## src/rtl/ps2_key_state.sv

```systemverilog
// PS/2 keyboard receiver for the Pong paddle controls.
// Synchronises the raw PS/2 lines into iVGA_CLK, deframes 11-bit frames
// and tracks the held/released state of the W, S, O and L keys.
//
// state    | meaning
// ---------+-----------------------------------------------------------
// S_IDLE   | waiting for a start bit (data low on a PS/2 falling edge)
// S_SHIFT  | collecting D0..D7, LSB first
// S_PARITY | waiting for the odd-parity bit
// S_STOP   | waiting for the stop bit; frame is judged on this edge
module ps2_key_state #(
  parameter int          TIMEOUT_CYCLES = 25000,
  parameter logic [7:0]  SC_W           = 8'h1D,
  parameter logic [7:0]  SC_S           = 8'h1B,
  parameter logic [7:0]  SC_O           = 8'h44,
  parameter logic [7:0]  SC_L           = 8'h4B
) (
  input  logic       iVGA_CLK,
  input  logic       iRST_n,
  input  logic       ps2_clk,
  input  logic       ps2_data,
  output logic       w_out,
  output logic       s_out,
  output logic       o_out,
  output logic       l_out,
  output logic       code_valid,
  output logic [7:0] code_byte,
  output logic       frame_err
);

  localparam int CW = (TIMEOUT_CYCLES > 1) ? $clog2(TIMEOUT_CYCLES) : 1;
  localparam logic [CW-1:0] TO_LAST = CW'(TIMEOUT_CYCLES - 1);

  localparam logic [7:0] BRK_CODE = 8'hF0;
  localparam logic [7:0] EXT_CODE = 8'hE0;

  typedef enum logic [1:0] {
    S_IDLE   = 2'd0,
    S_SHIFT  = 2'd1,
    S_PARITY = 2'd2,
    S_STOP   = 2'd3
  } state_t;

  state_t          r_state;
  state_t          w_state_nxt;

  logic            r_clk_s1;
  logic            r_clk_s2;
  logic            r_clk_prev;
  logic            r_dat_s1;
  logic            r_dat_s2;
  logic            w_fall;

  logic [2:0]      r_bit_cnt;
  logic [2:0]      w_bit_cnt_nxt;
  logic [7:0]      r_sh;
  logic [7:0]      w_sh_nxt;
  logic            r_par;
  logic            w_par_nxt;
  logic [CW-1:0]   r_to_cnt;
  logic [CW-1:0]   w_to_cnt_nxt;

  logic            w_good;
  logic            w_err;

  logic            r_brk;
  logic            r_ext;

  assign w_fall = r_clk_prev & ~r_clk_s2;

  // Two-flop synchronisers plus the delayed clock used for edge detection.
  // Idle-high lines reset to 1 so release from reset never fakes an edge.
  always_ff @(posedge iVGA_CLK or negedge iRST_n) begin
    if (!iRST_n) begin
      r_clk_s1   <= 1'b1;
      r_clk_s2   <= 1'b1;
      r_clk_prev <= 1'b1;
      r_dat_s1   <= 1'b1;
      r_dat_s2   <= 1'b1;
    end else begin
      r_clk_s1   <= ps2_clk;
      r_clk_s2   <= r_clk_s1;
      r_clk_prev <= r_clk_s2;
      r_dat_s1   <= ps2_data;
      r_dat_s2   <= r_dat_s1;
    end
  end

  // Frame FSM state, shift register and inactivity counter.
  always_ff @(posedge iVGA_CLK or negedge iRST_n) begin
    if (!iRST_n) begin
      r_state   <= S_IDLE;
      r_bit_cnt <= 3'd0;
      r_sh      <= 8'h00;
      r_par     <= 1'b0;
      r_to_cnt  <= '0;
    end else begin
      r_state   <= w_state_nxt;
      r_bit_cnt <= w_bit_cnt_nxt;
      r_sh      <= w_sh_nxt;
      r_par     <= w_par_nxt;
      r_to_cnt  <= w_to_cnt_nxt;
    end
  end

  // Next-state logic: bit collection on PS/2 falling edges, frame checks
  // on the stop edge, and abort of a stalled partial frame.
  always_comb begin
    w_state_nxt   = r_state;
    w_bit_cnt_nxt = r_bit_cnt;
    w_sh_nxt      = r_sh;
    w_par_nxt     = r_par;
    w_to_cnt_nxt  = r_to_cnt;
    w_good        = 1'b0;
    w_err         = 1'b0;

    if (w_fall) begin
      case (r_state)
        S_IDLE: begin
          if (!r_dat_s2) begin
            w_state_nxt   = S_SHIFT;
            w_bit_cnt_nxt = 3'd0;
          end
        end
        S_SHIFT: begin
          w_sh_nxt      = {r_dat_s2, r_sh[7:1]};
          w_bit_cnt_nxt = r_bit_cnt + 3'd1;
          if (r_bit_cnt == 3'd7) begin
            w_state_nxt = S_PARITY;
          end
        end
        S_PARITY: begin
          w_par_nxt   = r_dat_s2;
          w_state_nxt = S_STOP;
        end
        S_STOP: begin
          w_state_nxt = S_IDLE;
          if ((^{r_sh, r_par}) && r_dat_s2) begin
            w_good = 1'b1;
          end else begin
            w_err = 1'b1;
          end
        end
        default: w_state_nxt = S_IDLE;
      endcase
    end

    // A falling edge always restarts the inactivity window; the window
    // only runs while a frame is in progress.
    if (r_state == S_IDLE || w_fall) begin
      w_to_cnt_nxt = '0;
    end else if (r_to_cnt == TO_LAST) begin
      w_state_nxt   = S_IDLE;
      w_bit_cnt_nxt = 3'd0;
      w_sh_nxt      = 8'h00;
      w_par_nxt     = 1'b0;
      w_to_cnt_nxt  = '0;
      w_err         = 1'b1;
    end else begin
      w_to_cnt_nxt  = r_to_cnt + 1'b1;
    end
  end

  // Byte decoder: registered pulses, last good byte, break/extended
  // prefix flags and the four key levels.
  always_ff @(posedge iVGA_CLK or negedge iRST_n) begin
    if (!iRST_n) begin
      code_valid <= 1'b0;
      code_byte  <= 8'h00;
      frame_err  <= 1'b0;
      r_brk      <= 1'b0;
      r_ext      <= 1'b0;
      w_out      <= 1'b0;
      s_out      <= 1'b0;
      o_out      <= 1'b0;
      l_out      <= 1'b0;
    end else begin
      code_valid <= w_good;
      frame_err  <= w_err;
      if (w_err) begin
        r_brk <= 1'b0;
        r_ext <= 1'b0;
      end else if (w_good) begin
        code_byte <= r_sh;
        if (r_sh == BRK_CODE) begin
          r_brk <= 1'b1;
        end else if (r_sh == EXT_CODE) begin
          r_ext <= 1'b1;
        end else begin
          // Extended-prefixed codes are other keys that share these low bytes.
          if (!r_ext) begin
            if (r_sh == SC_W) w_out <= ~r_brk;
            if (r_sh == SC_S) s_out <= ~r_brk;
            if (r_sh == SC_O) o_out <= ~r_brk;
            if (r_sh == SC_L) l_out <= ~r_brk;
          end
          r_brk <= 1'b0;
          r_ext <= 1'b0;
        end
      end
    end
  end

endmodule

```

## config.mk

```make
export PLATFORM = sky130hd
export DESIGN_NAME = ps2_key_state
export DESIGN_NICKNAME = d
export VERILOG_FILES = /design/src/rtl/ps2_key_state.sv
export SDC_FILE = /design/constraint.sdc
export NUM_CORES = 1
export LEC_CHECK = 0
export CORE_MARGIN = 2
export CORE_UTILIZATION = 29
export CTS_BUF_LIST = sky130_fd_sc_hd__clkbuf_4 sky130_fd_sc_hd__clkbuf_8 sky130_fd_sc_hd__clkbuf_16
export CTS_CLUSTER_DIAMETER = 80
export DETAILED_ROUTE_END_ITERATION = 6
export SYNTH_ARGS = -nofsm -noshare
export SYNTH_HDL_FRONTEND = slang
export SYNTH_SLANG_ARGS = --single-unit
export TNS_END_PERCENT = 10
```

## constraint.sdc

```tcl
create_clock -name iVGA_CLK -period 2.1 [get_ports iVGA_CLK]
set_input_delay 0.42 -clock iVGA_CLK [delete_from_list [all_inputs] [get_ports iVGA_CLK]]
set_output_delay 0.42 -clock iVGA_CLK [all_outputs]
set_load 0.02 [all_outputs]
```

-- After elaboration in Yosys (flattened, before gate mapping)
Cells that the tools add are included.
- bitwise operators: 7
- shifts and indexed selects: 0
- $mul: 0
- reduce and logical (&&, ||, !) cells: 12
- order comparisons: 0
- div/mod/pow operators: 0
- equal/unequal tests: 13
- multiplexer cells: 37
- $add $sub $neg: 2
- operators with widths (cell ; number):
    $mux W8 ; 4
    $mux W15 ; 2
    $reduce_and A6 Y1 ; 4
    $mux W1 ; 20
    $eq A8 B5 Y1 const B ; 2
    $eq A8 B7 Y1 const B ; 2
    $eq A8 B8 Y1 const B ; 2
    $add A15 B1 Y15 const B ; 1
    $eq A15 B15 Y1 const B ; 1
    $mux W3 ; 4
    $mux W2 ; 5
    $reduce_xor A9 Y1 ; 1
    $pmux W2 S4 ; 1
    $not A1 Y1 ; 6
    $pmux W3 S2 ; 1
    $reduce_and A2 Y1 ; 3
    $eq A2 B2 Y1 const B ; 2
    $add A3 B1 Y3 const B ; 1
    $eq A3 B3 Y1 const B ; 1
    $ne A3 B3 Y1 const B ; 1
    $eq A2 B1 Y1 const B ; 1
    $logic_not A2 Y1 ; 1
    $ne A2 B2 Y1 const B ; 1
    $reduce_bool A2 Y1 ; 1
    3 further kinds ; 3
- input bits: 4
- latch bits: 0
- memory bits (read-only): 0
- register bits: 50
- memories kept: 0
- memory bits (writable): 0
- word-level logic and storage cells: 90
- output and inout bits: 14

-- Depth between registers and ports, before layout
Gate-level depths: netlist (run 1).
- depth in word-level cells: 9
- mapped depth: 7
- gate-level depth less buffers: 5

-- Worst setup path after synthesis (run 1)
No wires, ideal clock.
- kind: reg-to-reg
- start point: register r_sh[4]
- end point: register code_byte[0]
- data arrival time: 1.889 ns
- period minus slack after synthesis: 2.014 ns
- data required time: 1.975 ns
- path slack: 0.086 ns
- library setup time: 0.125 ns
- path buffers: 1
- cell stages (with the launch flop): 6
- cells stage by stage: dfrtp_1 buf_4 xor2_1 xnor3_2 mux2i_4 mux2_2
- elaborated cells between the ends (all ways): 12
- classes of those cells: 8 x mux; 1 x bitwise; 3 x reduce/logical
- RTL lines (what ; RTL line ; RTL):
    start, declared ; 56 ; logic [7:0] r_sh;
    start signal, assigned ; 100 ; r_sh <= w_sh_nxt;
    $reduce_xor A9 Y1 ; 138 ; if ((^{r_sh, r_par}) && r_dat_s2) begin
    $logic_and A1 B1 Y1 ; 138 ;
    $mux W1 ; 138 ;
    $mux W1 ; 118 ; case (r_state)
    $mux W1 ; 117 ; if (w_fall) begin
    net w_good ; 63 ; logic w_good;
    $reduce_and A2 Y1 (no source line) ; n/a ;
    end signal, assigned ; 184 ; code_byte <= r_sh;
    end, declared ; 27 ; output logic [7:0] code_byte,
The timed path passes the listed nets, and every way through them passes these cells.
A chain may end at the register's enable or synchronous reset.

-- Final worst setup path (run 1)
- start point: register r_sh[4]
- end point: register code_byte[5]
Same word-level chain as after synthesis.

==> reports/summary.txt, run 1 <==
first drt pass iteration count -> 4
Hold Slack -> 0.1990 ns
die area -> 9226 um2
cells after synthesis -> 227
final setup violation count -> 0
CTS clk-pin slew, worst paths -> 0.09 ns
Initial DRC Count -> 72
largest area contributor in the netlist -> dfrtp_1
layout cells sized above 1 -> 21.59%
Post-Route WL -> 5.009 mm
MaxCap Viol Count -> 0
min-delay worst type -> in2async
Critical Path Max Stage Delay -> 0.49 ns
Final Skew -> 0.003870 ns
unrepaired setup endpoints after global routing -> false
PortBufs -> 17
total grt overflow -> 0
Worst VDD drop -> 0.3187 mV
WS Path Type -> reg2reg
Crit. End Element -> register
Slowest-stage cell, CP -> xnor3_2
Net count, final -> 270
Die H -> 96.05 um
P per Cell Area -> 899.8 nW/um2
synthesized area -> 2457 um2
Worst-Margin Slew -> 0.6186 ns
total track usage -> 12.38%
Slew HR -> 58.76%
antenna cell count -> 0
fin crit period -> 2.008 ns
Hold Vio Cnt, Final -> 0
clk root buf -> clkbuf_8
Cell variety after synth -> 51
fin worst setup slack -> 0.09222 ns
leak pwr -> 0.001257 uW
Max Transition Viols Final -> 0
antenna violations before repair -> 0
Synth Flop Type -> dfrtp_1
vias per inst -> 4.797
crit path cell chain -> xor2_1, xnor3_2, mux2i_4, mux2_2
clock buffer count from CTS -> 5
Avg Inst Size Synth -> 10.83 um2
Final period util -> 95.61%
Clock Path Buffers -> 2
Post-DP HPWL -> 3.571 mm
Remaining DRCs -> 0
Critical Path Fanout Max -> 9
Crit path buffers/inverters -> 0
CTS sink count -> 50
Rows -> 33
TritonCTS clock tree -> built
largest net degree at the start of global routing -> 51
core area -> 8217 um2
FF+latch count, synth -> 50
Data arrival, critical path -> 2.21 ns
max frequency -> 0.4981 GHz
synth warn -> 0
WL/cell -> 13.57 um
P&R area growth vs syn -> 21.59%
Final Wtd Congestion -> 0.7725
clk_lat worst skew -> 0.31 ns
CTS H-tree lvls -> 2
Initial Util -> 29.91%
pre-CTS WS -> 0.01800 ns
post-route ant nets -> 0
critical path's top delay family -> multiplexers
die width -> 96.05 um
EDFF count, synth -> 0
Final Cell Area -> 2988 um2
Filler cells -> 790
Async S/R FF share, synth -> 100.0%
via count -> 1770
Critical Path RT -> 2.30 ns
synth top area cells -> dfrtp_1, mux2_2, dfstp_2
Yosys top cell area share -> 45.82%
vias in the first global route -> 1821
Critical Path Source Type -> register
status -> finished clean
DP Area -> 2875 um2
sequential area share after synthesis -> 51.17%
first-pass GRT wire length -> 8.700 mm
I/O pin total -> 18
final setup TNS -> 0 ns
syn_nets -> 234
==> worst paths after layout <==
path / start / endpoint / slack, ns / depth (start not counted)
setup / recovery: r_sh[4]$_DFF_PN0_ / code_byte[5]$_DFFE_PN0P_ / 0.09 / 4
hold reg to reg: r_clk_s1$_DFF_PN1_ / r_clk_s2$_DFF_PN1_ / 0.36 / 0
max in group asynchronous: iRST_n / code_byte[4]$_DFFE_PN0P_ / 1.49 / 2
setup reg to reg: r_sh[4]$_DFF_PN0_ / code_byte[5]$_DFFE_PN0P_ / 0.09 / 4
min in group iVGA_CLK: r_clk_s1$_DFF_PN1_ / r_clk_s2$_DFF_PN1_ / 0.36 / 0
hold / removal: iRST_n / r_to_cnt[13]$_DFF_PN0_ / 0.20 / 2
==> per-stage QoR <==
| stage | power [uW] | utilization [%] | instances |
|---|---|---|---|
| detailed placement | 2028 | 34.99 | 361 |
| global route | 2853 | 36.36 | 369 |
| floorplan | 1756 | - | 227 |
| finish | 2688 | 36.36 | 369 |
| CTS | 2716 | 36.32 | 369 |
| global placement | 2017 | 34.99 | 361 |
==> cells in the mapped netlist (4+ instances only) <==
library cell  instances
a21oi_1              13
nand4b_1              4
dfrtp_1              45
dfstp_2               5
mux2_2               12
nor4_1                4
nor2_1               22
inv_1                 6
nand3_1               9
o21ai_0               4
nor3_1                6
nand2_1              25
xnor2_1              12
nand4_1               4
==> worst register-to-register path: cells and delay by family, from the launching register on <==
family | cells | cell delay [ns]
muxes | 2 | 0.85
xor gates and xnor gates | 2 | 0.65
DFF | 1 | 0.40
==> cell families after synthesis <==
group                      synth area share, %
xor gates and xnor gates                 8.197
adders and majority gates                1.528
buffers and inverters                    3.207
and+or+nand+nor                          21.33
AOI/OAI and AO/OA                        7.332
muxes                                    7.230
DFF                                      51.17
==> what timing repair did <==
| item | in CTS | in global routing |
|---|---|---|
| hold buffers | 0 | 0 |
| endpoints found under the setup margin | 0 | 28 |
| gates resized for setup | 0 | 1 |
| buffers inserted | 0 | 0 |
==> registers in the layout, indices dropped and copies added, names as in the netlist <==
| name | flops |
|---|---|
| code_byte | 8 |
| code_valid | 1 |
| frame_err | 1 |
| l_out | 1 |
| o_out | 1 |
| r_bit_cnt | 3 |
| r_brk | 1 |
| r_clk_prev | 1 |
| r_clk_s1 | 1 |
| r_clk_s2 | 1 |
| r_dat_s1 | 1 |
| r_dat_s2 | 1 |
| r_ext | 1 |
| r_par | 1 |
| r_sh | 8 |
| r_state | 2 |
| r_to_cnt | 15 |
| s_out | 1 |
| w_out | 1 |
==> cells in the final DEF, fill, tap and decap left out, types with 2 or more instances in the layout <==
cell type	n
nand4b_1	4
dfrtp_1	45
ha_1	3
clkinv_2	2
nor4_1	4
nor2b_1	2
clkbuf_8	5
nor2_1	22
a31oi_1	2
nand3_1	9
clkdlybuf4s50_1	16
or4_1	2
xor2_1	3
mux2_2	12
inv_1	6
a21oi_1	13
nand2b_1	2
nand4bb_1	2
o21ai_0	4
nor3_1	6
nand4_1	4
buf_4	21
nand2_1	25
a22oi_1	2
dfstp_2	5
nor4b_1	2
o31ai_1	2
mux2i_1	2
xnor2_1	12
==> routing by layer <==
metal / vias to the layer above / global-route usage, % / wire length (um)
met5: - / 0 / 0
met4: 0 / 5.714 / 108
met3: 6 / 2.897 / 113
met2: 24 / 19.39 / 2387
met1: 868 / 16.21 / 2401
li1: 872 / - / -
==> layout make-up <==
class | instances | area (um2) | area share, %
tap | 105 | 131.4 | 4.397
timing repair buffer | 39 | 342.8 | 11.47
multi-input combinational | 161 | 1125 | 37.65
clock buffer | 5 | 68.82 | 2.303
clock inverter | 3 | 40.04 | 1.340
inverter | 6 | 22.52 | 0.7538
sequential | 50 | 1257 | 42.09
==> power by group <==
part | internal [uW] | leakage [uW] | switching (uW) | total, uW
Clock | 351 | 0.0000579 | 322 | 673
Sequential | 1060 | 0.000668 | 80.7 | 1140
Combinational | 453 | 0.000531 | 426 | 879
Total | 1860 | 0.00126 | 829 | 2690
(Power assumes the default switching activity.)
==> run 2, diff against run 1 <==
--- a/config.mk
+++ b/config.mk
@@ -10,6 +10,7 @@
 export CTS_BUF_LIST = sky130_fd_sc_hd__clkbuf_4 sky130_fd_sc_hd__clkbuf_8 sky130_fd_sc_hd__clkbuf_16
 export CTS_CLUSTER_DIAMETER = 80
 export DETAILED_ROUTE_END_ITERATION = 6
+export PLACE_DENSITY = 0.49
 export SYNTH_ARGS = -nofsm -noshare
 export SYNTH_HDL_FRONTEND = slang
 export SYNTH_SLANG_ARGS = --single-unit
==> reports/summary.txt, run 2 (synthesis results as in run 1) <==
status -> finished clean
R2R depth -> 4 (unchanged)
fin crit period -> 2.028 ns (+0.01990 ns)
core area -> 8217 um2 (unchanged)
first drt pass iteration count -> 4 (unchanged)
PortBufs -> 17 (unchanged)
Critical Path RT -> 2.31 ns (about the same)
vias per inst -> 4.817 (+0.43%)
Remaining DRCs -> 0 (unchanged)
vias in the first global route -> 1799 (-1.2%)
unrepaired setup endpoints after global routing -> false
clk_lat worst skew -> 0.31 ns (about the same)
commonest non-fill, non-tap cell in the layout -> dfrtp_1
CTS clk-pin slew, worst paths -> 0.10 ns (about the same)
Worst R2R End -> code_byte[4]$_DFFE_PN0P_
clock buffer count from CTS -> 5 (unchanged)
Critical Path Max Stage Delay -> 0.46 ns (-0.03 ns)
Worst Setup SP -> r_par$_DFF_PN0_
Post-Route WL -> 5.192 mm (+3.7%)
Initial Util -> 29.91% (unchanged)
max frequency -> 0.4932 GHz (-0.98%)
final setup violation count -> 0 (unchanged)
Final Skew -> 0.01508 ns (+0.01121 ns)
Post-DP HPWL -> 3.863 mm (+8.2%)
Final period util -> 96.56% (+0.95 points)
Hold Vio Cnt, Final -> 0 (unchanged)
WL/cell -> 13.96 um (+2.8%)
layout cells sized above 1 -> 22.85% (+1.3 points)
Multi-input gate area -> 1131 um2 (+0.56%)
Critical Path Fanout Max -> 9 (unchanged)
Post-CTS Setup Inserts -> 0 (unchanged)
via count -> 1792 (+1.2%)
number of cells on the critical path -> 4 (unchanged)
crit path cell chain -> xnor2_1, xnor3_2, mux2i_4, mux2_2
Worst-Margin Slew -> 0.4970 ns (-0.1216 ns)
I/O pin total -> 18 (unchanged)
TritonCTS clock tree -> built
antenna violations before repair -> 0 (unchanged)
clk root buf -> clkbuf_8
Initial DRC Count -> 104 (+44%)
CTS H-tree lvls -> 2 (unchanged)
leak pwr -> 0.001262 uW (+0.44%)
Clock Path Buffers -> 2 (unchanged)
die area -> 9226 um2 (unchanged)
Rows -> 33 (unchanged)
largest net degree at the start of global routing -> 32 (-37%)
CTS sink count -> 50 (unchanged)
most frequent cells in the layout -> dfrtp_1, nand2_1, buf_4
Largest regs -> r_to_cnt x15, code_byte x8, r_sh x8
Max Transition Viols Final -> 0 (unchanged)
P per Cell Area -> 870.7 nW/um2 (-3.2%)
Critical Path Source Type -> register
total grt overflow -> 0 (unchanged)
WS Path Type -> reg2reg
final setup TNS -> 0 ns (unchanged)
first-pass GRT wire length -> 9.052 mm (+4.0%)
Filler cells -> 832 (+5.3%)
Top reg by flops -> r_to_cnt
P&R area growth vs syn -> 22.15%
Net count, final -> 273 (+1.1%)
Final Wtd Congestion -> 0.7457 (-3.5%)
RR Startpoint -> r_par$_DFF_PN0_
worst setup path end -> code_byte[4]$_DFFE_PN0P_
Slowest-stage cell, CP -> xnor3_2
Largest register FFs -> 15 (unchanged)
Worst VDD drop -> 0.2927 mV (-8.2%)
Register Area -> 1257 um2 (unchanged)
total track usage -> 12.85% (+0.47 points)
post-route ant nets -> 0 (unchanged)
setup slack, reg-to-reg -> 0.07 ns (-0.02 ns)
min-delay worst type -> in2async
critical path's top delay family -> XOR/XNOR gates
Slew HR -> 66.51% (+7.8 points)
antenna cell count -> 0 (unchanged)
hold buffer count at cts -> 0 (unchanged)
MaxCap Viol Count -> 0 (unchanged)
Crit path buffers/inverters -> 0 (unchanged)
die width -> 96.05 um (unchanged)
total power -> 2614 uW (-2.8%)
Die H -> 96.05 um (unchanged)
Crit. End Element -> register
Data arrival, critical path -> 2.23 ns (+0.02 ns)
[run 2: cell type report]
type,instances,share of cell area [%]
repair buffers,42,12.17
inverters,6,0.7503
clock inverters,3,0.8337
flip-flops and latches,50,41.89
well taps,105,4.377
multi-input cells,161,37.68
clock buffers,5,2.293
[run 2: worst reg2reg max path: cells and delay by family, from the launching register on]
kind / cells / cell delay [ns]
xor gates and xnor gates: 2 / 0.76
muxes: 2 / 0.74
DFF: 1 / 0.43
[run 2: where the power goes]
group | switching (uW) | internal (uW) | total [uW] | leakage (uW)
sequential | 79.6 | 1060 | 1140 | 0.000668
clock | 342 | 241 | 583 | 0.0000447
combinational | 445 | 451 | 895 | 0.000550
total | 866 | 1750 | 2610 | 0.00126
[run 2: layer usage]
metal / track usage (%) / part of all wire [%]
met5: 0 / 0
met4: 3.571 / 1.3
met3: 2.819 / 1.9
met2: 19.73 / 47
met1: 18.24 / 50
[run 2: worst min-delay path by stage]
stage                            start                       end
floorplan                       iRST_n  code_byte[0]$_DFFE_PN0P_
global placement    r_clk_s1$_DFF_PN1_        r_clk_s2$_DFF_PN1_
detailed placement  r_clk_s1$_DFF_PN1_        r_clk_s2$_DFF_PN1_
CTS                             iRST_n  code_byte[1]$_DFFE_PN0P_
global route                    iRST_n         s_out$_DFFE_PN0P_
finish                          iRST_n         s_out$_DFFE_PN0P_
[run 2: through the flow]
stage / setup WS, ns / hold slack (ns) / area, um2 / utilization [%] / cells
after detailed placement: 0.01514 / 0.3490 / 2898 / 35.27 / 364
after global routing: 0.001371 / 0.09228 / 3002 / 36.53 / 372
after floorplan: 0.08593 / 0.1244 / 2457 / - / 227
after global placement: 0.04668 / 0.3457 / 2898 / 35.27 / 364
final: 0.07231 / 0.06277 / 3002 / 36.53 / 372
after CTS: 0.01737 / 0.07037 / 2992 / 36.41 / 372
[run 2: timing repair]
action | 4_1_cts | 5_1_grt
endpoints found under the hold margin | 0 | 0
setup endpoints to repair | 0 | 32
resized for setup | 0 | 2
